--- src/rtl/fifo_arb_pkg.sv ---
// Shared types and the round-robin selection function for the FIFO write arbiter.
package fifo_arb_pkg;

    typedef enum logic {
        IDLE  = 1'b0,
        GRANT = 1'b1
    } arb_state_e;

    // Widest requester vector supported; callers zero-extend into it.
    localparam int unsigned RR_REQ_W = 8;
    localparam int unsigned RR_IDX_W = $clog2(RR_REQ_W);

    // First set bit scanning last+1, last+2, ... modulo n; 0 when nothing is set.
    function automatic logic [RR_IDX_W-1:0] next_rr(
        input logic [RR_REQ_W-1:0] req,
        input logic [RR_IDX_W-1:0] last,
        input int unsigned         n
    );
        logic [RR_IDX_W-1:0] win;
        logic                found;
        int unsigned         idx;
        win   = '0;
        found = 1'b0;
        for (int unsigned k = 1; k <= RR_REQ_W; k++) begin
            idx = (32'(last) + k) % n;
            if (k <= n && !found && req[idx[RR_IDX_W-1:0]]) begin
                win   = idx[RR_IDX_W-1:0];
                found = 1'b1;
            end
        end
        return win;
    endfunction

endpackage

--- src/rtl/fifo_rr_write_arbiter_rr_pick.sv ---
// Combinational round-robin picker: rotates priority to start just after last_grant.
module rr_pick
    import fifo_arb_pkg::*;
#(
    parameter int unsigned NUM_REQ = 4,
    parameter int unsigned ID_W    = $clog2(NUM_REQ)
) (
    input  logic [NUM_REQ-1:0] req,
    input  logic [ID_W-1:0]    last_grant,
    output logic [ID_W-1:0]    winner,
    output logic               any_req
);

    always_comb begin
        winner  = ID_W'(next_rr(RR_REQ_W'(req), RR_IDX_W'(last_grant), NUM_REQ));
        any_req = |req;
    end

endmodule

--- src/rtl/fifo_rr_write_arbiter.sv ---
// Round-robin arbiter sharing one FIFO write port between NUM_REQ producers,
// granting bursts of up to MAX_BURST words with one idle cycle between grants.
module fifo_rr_write_arbiter
    import fifo_arb_pkg::*;
#(
    parameter int unsigned NUM_REQ    = 4,
    parameter int unsigned DATA_WIDTH = 8,
    parameter int unsigned MAX_BURST  = 4
) (
    input  logic                          clk,
    input  logic                          rst,
    input  logic [NUM_REQ-1:0]            req,
    input  logic [NUM_REQ*DATA_WIDTH-1:0] req_data,
    output logic [NUM_REQ-1:0]            req_ack,
    input  logic                          fifo_full,
    output logic                          fifo_write,
    output logic [DATA_WIDTH-1:0]         fifo_data_in,
    output logic                          grant_valid,
    output logic [$clog2(NUM_REQ)-1:0]    grant_id
);

    localparam int unsigned ID_W  = $clog2(NUM_REQ);
    localparam int unsigned CNT_W = 4;

    arb_state_e       state;
    logic [ID_W-1:0]  last_grant;
    logic [CNT_W-1:0] burst_cnt;
    logic [ID_W-1:0]  winner;
    logic             any_req;
    logic             wr_en;

    rr_pick #(
        .NUM_REQ (NUM_REQ),
        .ID_W    (ID_W)
    ) u_rr_pick (
        .req        (req),
        .last_grant (last_grant),
        .winner     (winner),
        .any_req    (any_req)
    );

    // Write path is combinational so the FIFO sees the strobe in the same cycle as full.
    always_comb begin
        wr_en        = (state == GRANT) && req[grant_id] && !fifo_full && !rst;
        fifo_write   = wr_en;
        req_ack      = '0;
        fifo_data_in = '0;
        if (wr_en) begin
            req_ack[grant_id] = 1'b1;
        end
        if (state == GRANT) begin
            fifo_data_in = req_data[32'(grant_id) * DATA_WIDTH +: DATA_WIDTH];
        end
    end

    always_ff @(posedge clk) begin
        if (rst) begin
            state       <= IDLE;
            grant_valid <= 1'b0;
            grant_id    <= '0;
            last_grant  <= ID_W'(NUM_REQ - 1);
            burst_cnt   <= '0;
        end else begin
            case (state)
                IDLE: begin
                    if (any_req) begin
                        grant_id    <= winner;
                        burst_cnt   <= '0;
                        state       <= GRANT;
                        grant_valid <= 1'b1;
                    end
                end
                GRANT: begin
                    if (!req[grant_id]) begin
                        last_grant  <= grant_id;
                        state       <= IDLE;
                        grant_valid <= 1'b0;
                    end else if (!fifo_full) begin
                        burst_cnt <= burst_cnt + CNT_W'(1);
                        if (burst_cnt == CNT_W'(MAX_BURST - 1)) begin
                            last_grant  <= grant_id;
                            state       <= IDLE;
                            grant_valid <= 1'b0;
                        end
                    end
                end
                default: begin
                    state       <= IDLE;
                    grant_valid <= 1'b0;
                end
            endcase
        end
    end

endmodule
--- config.mk ---
export PLATFORM = sky130hd
export DESIGN_NAME = fifo_rr_write_arbiter
export DESIGN_NICKNAME = d
export VERILOG_FILES = /design/src/rtl/fifo_arb_pkg.sv /design/src/rtl/fifo_rr_write_arbiter_rr_pick.sv /design/src/rtl/fifo_rr_write_arbiter.sv
export SDC_FILE = /design/constraint.sdc
export NUM_CORES = 1
export LEC_CHECK = 0
export CAP_MARGIN = 25
export CORE_ASPECT_RATIO = 1.2
export CORE_UTILIZATION = 34
export DETAILED_ROUTE_END_ITERATION = 6
export PLACE_DENSITY = 0.77
export SYNTH_ARGS = -nofsm -noshare
export SYNTH_HDL_FRONTEND = slang
export SYNTH_SLANG_ARGS = --single-unit
--- constraint.sdc ---
create_clock -name clk -period 1.5 [get_ports clk]
set_clock_uncertainty 0.05 [all_clocks]
set_input_delay 0.15 -clock clk [delete_from_list [all_inputs] [get_ports clk]]
set_output_delay 0.15 -clock clk [all_outputs]
set_load 0.01 [all_outputs]
Word-level counts from Yosys, hierarchy flattened:

Index checks and enable logic that the tools add are counted.

* add/sub/neg operators: 5
* magnitude comparators: 6
* equality and inequality tests: 8
* shifts and indexed selects: 1
* muxes and demuxes: 38
* bitwise operators: 1
* reductions and logical operators: 17

Operators with widths (number)
* $shiftx 32x6->8: 1
* $mux 1: 17
* $lt 2x4->1 const B: 4
* $mux 4: 4
* $mux 2: 7
* $bmux 1 s2: 5
* $reduce_and 3->1: 3
* $mux 8: 1
* $pmux 4 s2: 1
* $logic_and 1x1->1: 7
* $ne 2x2->1 const B: 3
* $logic_not 1->1: 5
* $add 2x1->2 const B: 2
* $add 2x2->2 const B: 2
* $add 4x1->4 const B: 1
* $eq 4x2->1 const B: 1
* $ne 2x1->1 const B: 2
* $pmux 1 s2: 2
* $reduce_or 4->1: 1
* $lt 2x3->1 const B: 1
* $ne 3x2->1 const B: 1
* $ne 3x3->1 const B: 1
* $demux 1 s2: 1
* $ge 2x1->1 const B: 1
* other kinds (2): 2

* bits in registers: 10
* bits of input ports: 39
* output and inout port bits: 16
* logic and storage cells: 81

Logic depth before layout (Yosys ltp):

Gate-level depths: netlist (run 1).

* depth in word-level cells: 13
* depth in mapped cells: 5

Modules after synthesis:

Synthesis (run 1) repeated with hierarchy kept, for this count alone.

* cell total of the unflattened synthesis: 102
* area total of the unflattened synthesis: 904.6 um^2

Modules (own cells, without submodules)
* fifo_rr_write_arbiter: instances 1, cells each 88, area an instance 823.3 um^2, sequential area each 200.2 um^2
* rr_pick: instances 1, cells each 14, area an instance 81.3 um^2, sequential area each 0.0 um^2

Worst setup path after synthesis (run 1):

Ideal clock, no wire load.

* path type: reg-to-output
* from: register grant_id[1]
* to: output port req_ack[1]
* arrival: 1558 ps
* data required time: 1300 ps
* setup slack: -258 ps
* stages on the path, launching flop included: 5
* buffers on the path: 1
* path through: dfxtp_1 clkbuf_1 mux2i_1 or4b_2 nor2_1

* longest elaborated chain between the ends: 6
* elaborated cells on any way between the ends: 11
* classes of those cells: order compare: 2; mux: 5; reduce/logical: 4

Ends and longest elaborated chain
* start: declaration: line fifo_rr_write_arbiter.sv:19 `output logic [$clog2(NUM_REQ)-1:0] grant_id`
* start signal: assignment: line fifo_rr_write_arbiter.sv:67 `grant_id <= winner;`
* branches (longest 5 deep; another with $lt 2x3->1)
* $mux 4 *: line fifo_rr_write_arbiter.sv:48 `if (wr_en) begin`
* end: declaration: line fifo_rr_write_arbiter.sv:14 `output logic [NUM_REQ-1:0] req_ack,`

Every way passes the cells marked *. The select of a mux whose other input is x is not followed.

Worst setup path after layout (run 1):

* from: register state
* to: register burst_cnt[2]

* longest elaborated chain between the ends: 3
* elaborated cells on any way between the ends: 6
* classes of those cells: eq/ne: 3; mux: 1; bitwise: 1; reduce/logical: 1

Ends and longest elaborated chain
* start: declaration: line fifo_rr_write_arbiter.sv:25 `arb_state_e state;`
* start signal: assignment: line fifo_rr_write_arbiter.sv:58 `state <= IDLE;`
* start signal: assignment: line fifo_rr_write_arbiter.sv:69 `state <= GRANT;`
* start signal: assignment: line fifo_rr_write_arbiter.sv:76 `state <= IDLE;`
* $not 1->1 (no source line)
* $ne 2x2->1 (no source line)
* $reduce_and 3->1 (no source line)
* end signal: assignment: line fifo_rr_write_arbiter.sv:79 `burst_cnt <= burst_cnt + CNT_W'(1);`
* end: declaration: line fifo_rr_write_arbiter.sv:27 `logic [CNT_W-1:0] burst_cnt;`

Parallel ways exist; a longest one is shown, timed or not.
A chain may end at the register's enable or synchronous reset.

==> results of run 1 <==
-- stage by stage --
step | std cells | worst slack (ns) | power, mW | util, % | setup TNS (ns)
floorplan | 103 | -0.209 | 0.594 | - | -1.15
global placement | 203 | -0.750 | 0.864 | 63.5 | -8.62
detailed placement | 203 | -0.749 | 0.877 | 63.5 | -9.06
CTS | 213 | -0.254 | 1.17 | 67.6 | -3.82
global route | 214 | -0.306 | 1.28 | 70.8 | -5.00
finish | 214 | -0.264 | 1.22 | 70.8 | -3.81
-- layer usage --
layer / part of all wire, % / GRT usage, % / wire, µm / vias to the layer above
li1: - / - / - / 541
met1: 41 / 25.0 / 1250 / 509
met2: 49 / 36.9 / 1500 / 59
met3: 9.6 / 5.38 / 294 / 2
met4: 0.62 / 4.90 / 19 / 0
met5: 0 / 0 / 0 / -
-- placed cells by master, fill, tap and decap left out, types with 2 or more instances in the layout --
cell type         n
a21oi_1           3
and2_1            5
and2_4            5
buf_2             8
buf_4            17
buf_6            15
clkbuf_4          3
clkdlybuf4s50_1  35
dfxtp_1           7
dfxtp_2           2
dlygate4sd2_1     4
dlymetal6s2s_1    2
inv_1             3
mux2i_1           2
mux4_2            8
nand2_1           5
nand2b_1          4
nand3_1           2
nand3b_1          3
nor2_1            8
nor2_2            3
o21ai_0           3
or3_1             2
-- kinds of logic (layout without fill, tap and decap cells) --
group | Yosys count | count (layout) | share of synthesized area (%)
multiplexers | 13 | 13 | 25.1
flip-flops | 10 | 10 | 21.7
AO/OA/AOI/OAI | 20 | 20 | 15.6
buffers and inverters | 11 | 89 | 6.24
AND/OR/NAND/NOR | 48 | 48 | 30.0
adder cells (fa/ha/maj) | 1 | 1 | 1.36
-- power groups by stage --
| stage | clock, mW | combinational (mW) | sequential (mW) |
|---|---|---|---|
| after global routing | 0.259 | 0.701 | 0.325 |
| final | 0.243 | 0.658 | 0.321 |
| after CTS | 0.248 | 0.597 | 0.320 |
| after detailed placement | 0 | 0.555 | 0.322 |
| after global placement | 0 | 0.543 | 0.321 |
| after floorplan | 0 | 0.276 | 0.318 |
-- tightest hold or removal path, delay by kind of cell --
family / cells / cell delay, ns
buffers and inverters: 2 / 0.33
AND/OR/NAND/NOR: 2 / 0.13
AO/OA/AOI/OAI: 1 / 0.09
-- what timing repair did --
| item | 4_1_cts | 5_1_grt |
|---|---|---|
| resized for setup | 79 | 17 |
| pin swaps | 20 | 5 |
| buffers inserted | 6 | 1 |
| endpoints found under the setup margin | 23 | 23 |
-- final timing paths --
path | from | depth (start not counted) | end
setup / recovery | state | 6 | burst_cnt[2]
hold / removal | req[0] | 5 | grant_id[1]
setup reg to reg | state | 6 | burst_cnt[2]
hold reg to reg | burst_cnt[3] | 2 | burst_cnt[3]
-- area by class of cell --
cell class / instances / share of cell area, %
well taps: 33 / 2.29
repair buffers: 82 / 42.2
clock buffers: 4 / 2.01
inverters: 3 / 0.623
multi-input cells: 82 / 41.5
flip-flops and latches: 10 / 11.4
-- flip-flops by register name, indices dropped and copies added (netlist names) --
signal,flops
state,1
grant_id,2
last_grant,2
burst_cnt,4
grant_valid,1
==> impl_results.md, run 1 <==
* Syn Area/Cell at 8.95 µm²
* Count of final setup violators at 21
* Worst slew margin at 75.4%
* Fin Hold WS at 0.426 ns
* Register-to-Register Setup Slack at -0.26 ns
* Critical path type: register to register
* Fillers at 202
* Crit path time final at 1.76 ns
* Status: finished, violations left
* Sink Count at 10
* Synth warn at 0
* CP max stage delay at 0.46 ns
* Sw Ratio at 30.1%
* CTS Buf Count at 3
* Worst path buffer plus inverter count at 2
* Row cnt at 20
* Yosys top cell by area: dfxtp_1
* Gate power share at 53.8%
* Final GP Congestion at 0.865
* Min-Delay Path Class: input port to register
* Internal power at 855 µW
* Post-CTS Hold Buffers at 0
* Synthesized instance count at 103
* Synth cell types at 39
* Switching power of the nets at 367 µW
* TritonCTS clock tree: done
* Req. time, crit path at 1.66 ns
* Vias in the first global route at 1028
* Final worst path period share at 118%
* 1st-iter DRT viols at 24
* Number of synthesized flops with an enable pin at 0
* Die X at 49.5 µm
* Die height at 59.1 µm
* DRC viols at 0
* Fin nets at 222
* Clock Latency Late Sink at 0.27 ns
* CP Max Fanout at 6
* Yosys reg bits at 10
* ANT cells at 0
* Top FF cell, synth: dfxtp_1
* Cell mode on critical path: buf_6
* VDD IR-drop max at 0.509 mV
* Synthesized cell area at 922 µm²
* Post-synth top area share at 21.7%
* Fin. Hold Viols at 0
* Commonest cells post-synth: 12 x nor2_1, 10 x and2_1, 10 x dfxtp_1
* Syn Nets at 143
* Startpoint Class: register
* RSZ-0062 raised after global routing: true
* Final Worst Setup Slack at -0.264 ns
* Critical Path Sink Type: register
* Clk pwr share at 19.9%
* Antenna Violating Nets Remaining at 0
* I/O pins at 55
* Failing checks: negative setup slack
* Via/cell ratio at 5.19
* Max H-tree Level at 1
* Area of the multi-input gates at 749 µm²
* Maximum buffer depth of the clock tree at 2
* PortBufs at 54
* Leakage power at 0.761 nW
* Hpwl dp at 2.22 mm
* DIE AREA at 0.00293 mm²
* First-pass GRT wire length at 4.73 mm
* Placed Area at 0.00162 mm²
* Reg power frac at 26.3%
* Initial core utilization at 36.1%
* Drt first pass iters at 4
* Final WL at 3.06 mm
* Routed wire length per instance at 14.3 µm
* Clk slew on worst S/H paths at 0.07 ns
* Clk root buf: clkbuf_4
* Share of cells above drive strength 1 at 42.5%
* FMAX at 567 MHz
* CP delay by family, top: simple AND/OR/NAND/NOR gates
* Register area at 206 µm²
* CP Cell Sequence: buf_6 -> or3b_1 -> o22a_1 -> buf_6 -> or4b_1 -> nand2_1
* Critical Path AT at 1.92 ns
* Total gr overflow at 0
* Cell area after layout at 0.00181 mm²
* Most common cell in the netlist: nor2_1
* Cells taking the most area after synthesis: dfxtp_1 22%, mux4_2 20%, and2_1 6.8%
* Largest net degree at the start of global routing at 15
* Slew Viols, Final at 0
* Layout area overhead at 95.9%
* Power density over cell area at 676 mW/mm²
* Tightest Pin Transition at 0.369 ns
* Initial antenna violation count at 0
* Ys async rst share at 0%
* Post-synthesis sequential area ratio at 21.7%
* Max Cap Viol at 0
* CP max stage cell: or4b_1
* Global-route usage over all layers at 20.8%
* Via count at 1111
* Core ar. at 0.00255 mm²
No activity file was read; power rests on OpenSTA's default activity.
==> inputs of run 2 (changes only) <==
Settings changed: TNS_END_PERCENT from default to 20.
==> impl_results.md, run 2 (synthesis results as in run 1) <==
* Status: finished, violations left (unchanged)
* Failing checks: negative setup slack (unchanged)
* Most common cell after layout, fill and taps aside: clkdlybuf4s50_1 (unchanged)
* Final worst path period share at 124% (was 118%)
* Clock Latency Late Sink at 0.27 ns (about the same)
* Slew Viols, Final at 0 (unchanged)
* Power density over cell area at 683 mW/mm² (was 676 mW/mm²)
* Highest routed layer: met4 (unchanged)
* Max FFs per register at 4 (unchanged)
* Layout area overhead at 93.2% (was 95.9%)
* CP max stage delay at 0.37 ns (was 0.46 ns)
* Final WL at 3.32 mm (was 3.06 mm)
* Worst slew margin at 78.7% (was 75.4%)
* Initial core utilization at 36.1% (unchanged)
* Leakage power at 0.737 nW (was 0.761 nW)
* Critical Path Sink Type: register (unchanged)
* Drt first pass iters at 4 (unchanged)
* Die X at 49.5 µm (unchanged)
* Final GP Congestion at 0.777 (was 0.865)
* Max Cap Viol at 0 (unchanged)
* TritonCTS clock tree: done (unchanged)
* Hpwl dp at 2.38 mm (was 2.22 mm)
* Critical R2R Launch: grant_id[0] (was state)
* Core ar. at 0.00255 mm² (unchanged)
* Worst path buffer plus inverter count at 2 (unchanged)
* Via/cell ratio at 5.34 (was 5.19)
* RSZ-0062 raised after global routing: true (unchanged)
* Most frequent cells in the layout: 39 x clkdlybuf4s50_1, 23 x buf_4, 11 x buf_2 (was 35 x clkdlybuf4s50_1, 17 x buf_4, 15 x buf_6)
* Hold Startpoint: grant_valid (was req[0])
* WL met3 at 313 µm (was 294 µm)
* Tightest Pin Transition at 0.313 ns (was 0.369 ns)
* Routed met2 length at 1.74 mm (was 1.50 mm)
* Share of cells above drive strength 1 at 41.8% (was 42.5%)
* Routed wire length per instance at 15.5 µm (was 14.3 µm)
* Vias in the first global route at 1145 (was 1028)
* Largest net degree at the start of global routing at 16 (was 15)
* Clk slew on worst S/H paths at 0.07 ns (about the same)
* 1st-iter DRT viols at 26 (was 24)
* Startpoint Class: register (unchanged)
* Critical Path AT at 2.00 ns (was 1.92 ns)
* CP Cell Sequence: buf_6 -> or3b_1 -> o22a_1 -> buf_6 -> or3_1 -> a21boi_1 (was buf_6 -> or3b_1 -> o22a_1 -> buf_6 -> or4b_1 -> nand2_1)
* Die height at 59.1 µm (unchanged)
* VDD IR-drop max at 0.537 mV (was 0.509 mV)
* PortBufs at 54 (unchanged)
* CP max stage cell: or3b_1 (was or4b_1)
* Max H-tree Level at 1 (unchanged)
* Cell mode on critical path: buf_6 (unchanged)
* Layout Cells excl Fill at 215 (was 214)
* CTS Buf Count at 3 (unchanged)
* Maximum buffer depth of the clock tree at 2 (unchanged)
* DP Cell Count at 199 (was 203)
* Row cnt at 20 (unchanged)
* Leading registers by flop count: burst_cnt: 4 flops, grant_id: 2 flops, last_grant: 2 flops (unchanged)
* Critical path type: register to register (unchanged)
* CP Max Fanout at 4 (was 6)
* Antenna Violating Nets Remaining at 0 (unchanged)
* I/O pins at 55 (unchanged)
* Crit path time final at 1.86 ns (was 1.76 ns)
* Min-Delay Path Class: register to register (was input port to register)
* CP Launch Point: grant_id[0] (was state)
* DIE AREA at 0.00293 mm² (unchanged)
* Clk root buf: clkbuf_4 (unchanged)
* Fin nets at 223 (was 222)
* Via count at 1148 (was 1111)
* FMAX at 539 MHz (was 567 MHz)
* Sink Count at 10 (unchanged)
* Count of final setup violators at 19 (was 21)
* Total gr overflow at 0 (unchanged)
* DRC viols at 0 (unchanged)
* Core Util, Final at 69.8% (was 70.8%)
* CP delay by family, top: simple AND/OR/NAND/NOR gates (unchanged)
* Reg with most FFs: burst_cnt (unchanged)
* ANT cells at 0 (unchanged)
* Initial antenna violation count at 0 (unchanged)
* Fin. Hold Viols at 0 (unchanged)
* First-pass GRT wire length at 5.40 mm (was 4.73 mm)
* Global-route usage over all layers at 24.4% (was 20.8%)
* Final Worst Setup Slack at -0.357 ns (was -0.264 ns)
* Req. time, crit path at 1.64 ns (was 1.66 ns)
* Post-CTS Hold Buffers at 0 (unchanged)
* Metal-1 WL at 1.20 mm (was 1.25 mm)
-- run 2: changes by cell type in the layout (fill, tap and decap cells not counted), sizes merged --
| cell | delta |
|---|---|
| buf | +2 |
| clkdlybuf4s50 | +4 |
| dlymetal6s2s | -2 |
| dlygate4sd2 | -3 |
-- run 2: worst paths after layout --
kind                            cells past startpoint  slack (ns)           end
worst max-delay path                                6       -0.36  burst_cnt[3]
worst min-delay path                                2        0.45   grant_valid
worst max register to register                      6       -0.36  burst_cnt[3]
worst min register to register                      2        0.45   grant_valid
-- run 2: area by class of cell --
type	count	area [µm²]
inverter	3	11.3
tap	33	41.3
multi-input combinational	82	738
timing repair buffer	83	749
sequential	10	205
clock buffer	4	36.3
fill	209	771
-- run 2: report_power, final --
group	internal (mW)	switching (mW)
Combinational	0.405	0.247
Sequential	0.292	0.0293
Clock	0.148	0.0964
-- run 2: timing repair --
action,CTS,global route
pin swaps,15,6
setup buffers,10,2
setup endpoints to repair,23,23
gates resized for setup,69,11
cloned,1,0
-- run 2: layer usage --
metal / vias up / GRT usage, %
met5: - / 0
met4: 0 / 6.53
met3: 7 / 7.18
met2: 57 / 48.3
met1: 536 / 24.5
li1: 548 / -
-- run 2: worst reg2reg max path, cell delays in order, from the launching register on --
cell and delay (ns):
dfxtp_4 0.36, buf_6 0.12, or3b_1 0.37, o22a_1 0.23, buf_6 0.12, or3_1 0.35, a21boi_1 0.17
-- run 2: stage by stage --
step           TNS, ns  total power [mW]  setup slack, ns  area (µm²)  hold slack [ns]
6_report         -4.96              1.22           -0.357        1780            0.454
5_1_grt          -6.19              1.28           -0.397        1780            0.479
4_1_cts          -4.69              1.19           -0.370        1750            0.454
3_5_place_dp     -9.09             0.872           -0.801        1600            0.432
3_3_place_gp     -8.45             0.856           -0.788        1600            0.422
2_1_floorplan    -1.29             0.592           -0.210         930            0.284
==> inputs of run 3 (changes only) <==
Settings changed: ABC_CLOCK_PERIOD_IN_PS from default to 1500.
==> results of run 3 <==
No change in the layout: final DEF, timing and power equal those of run 2.
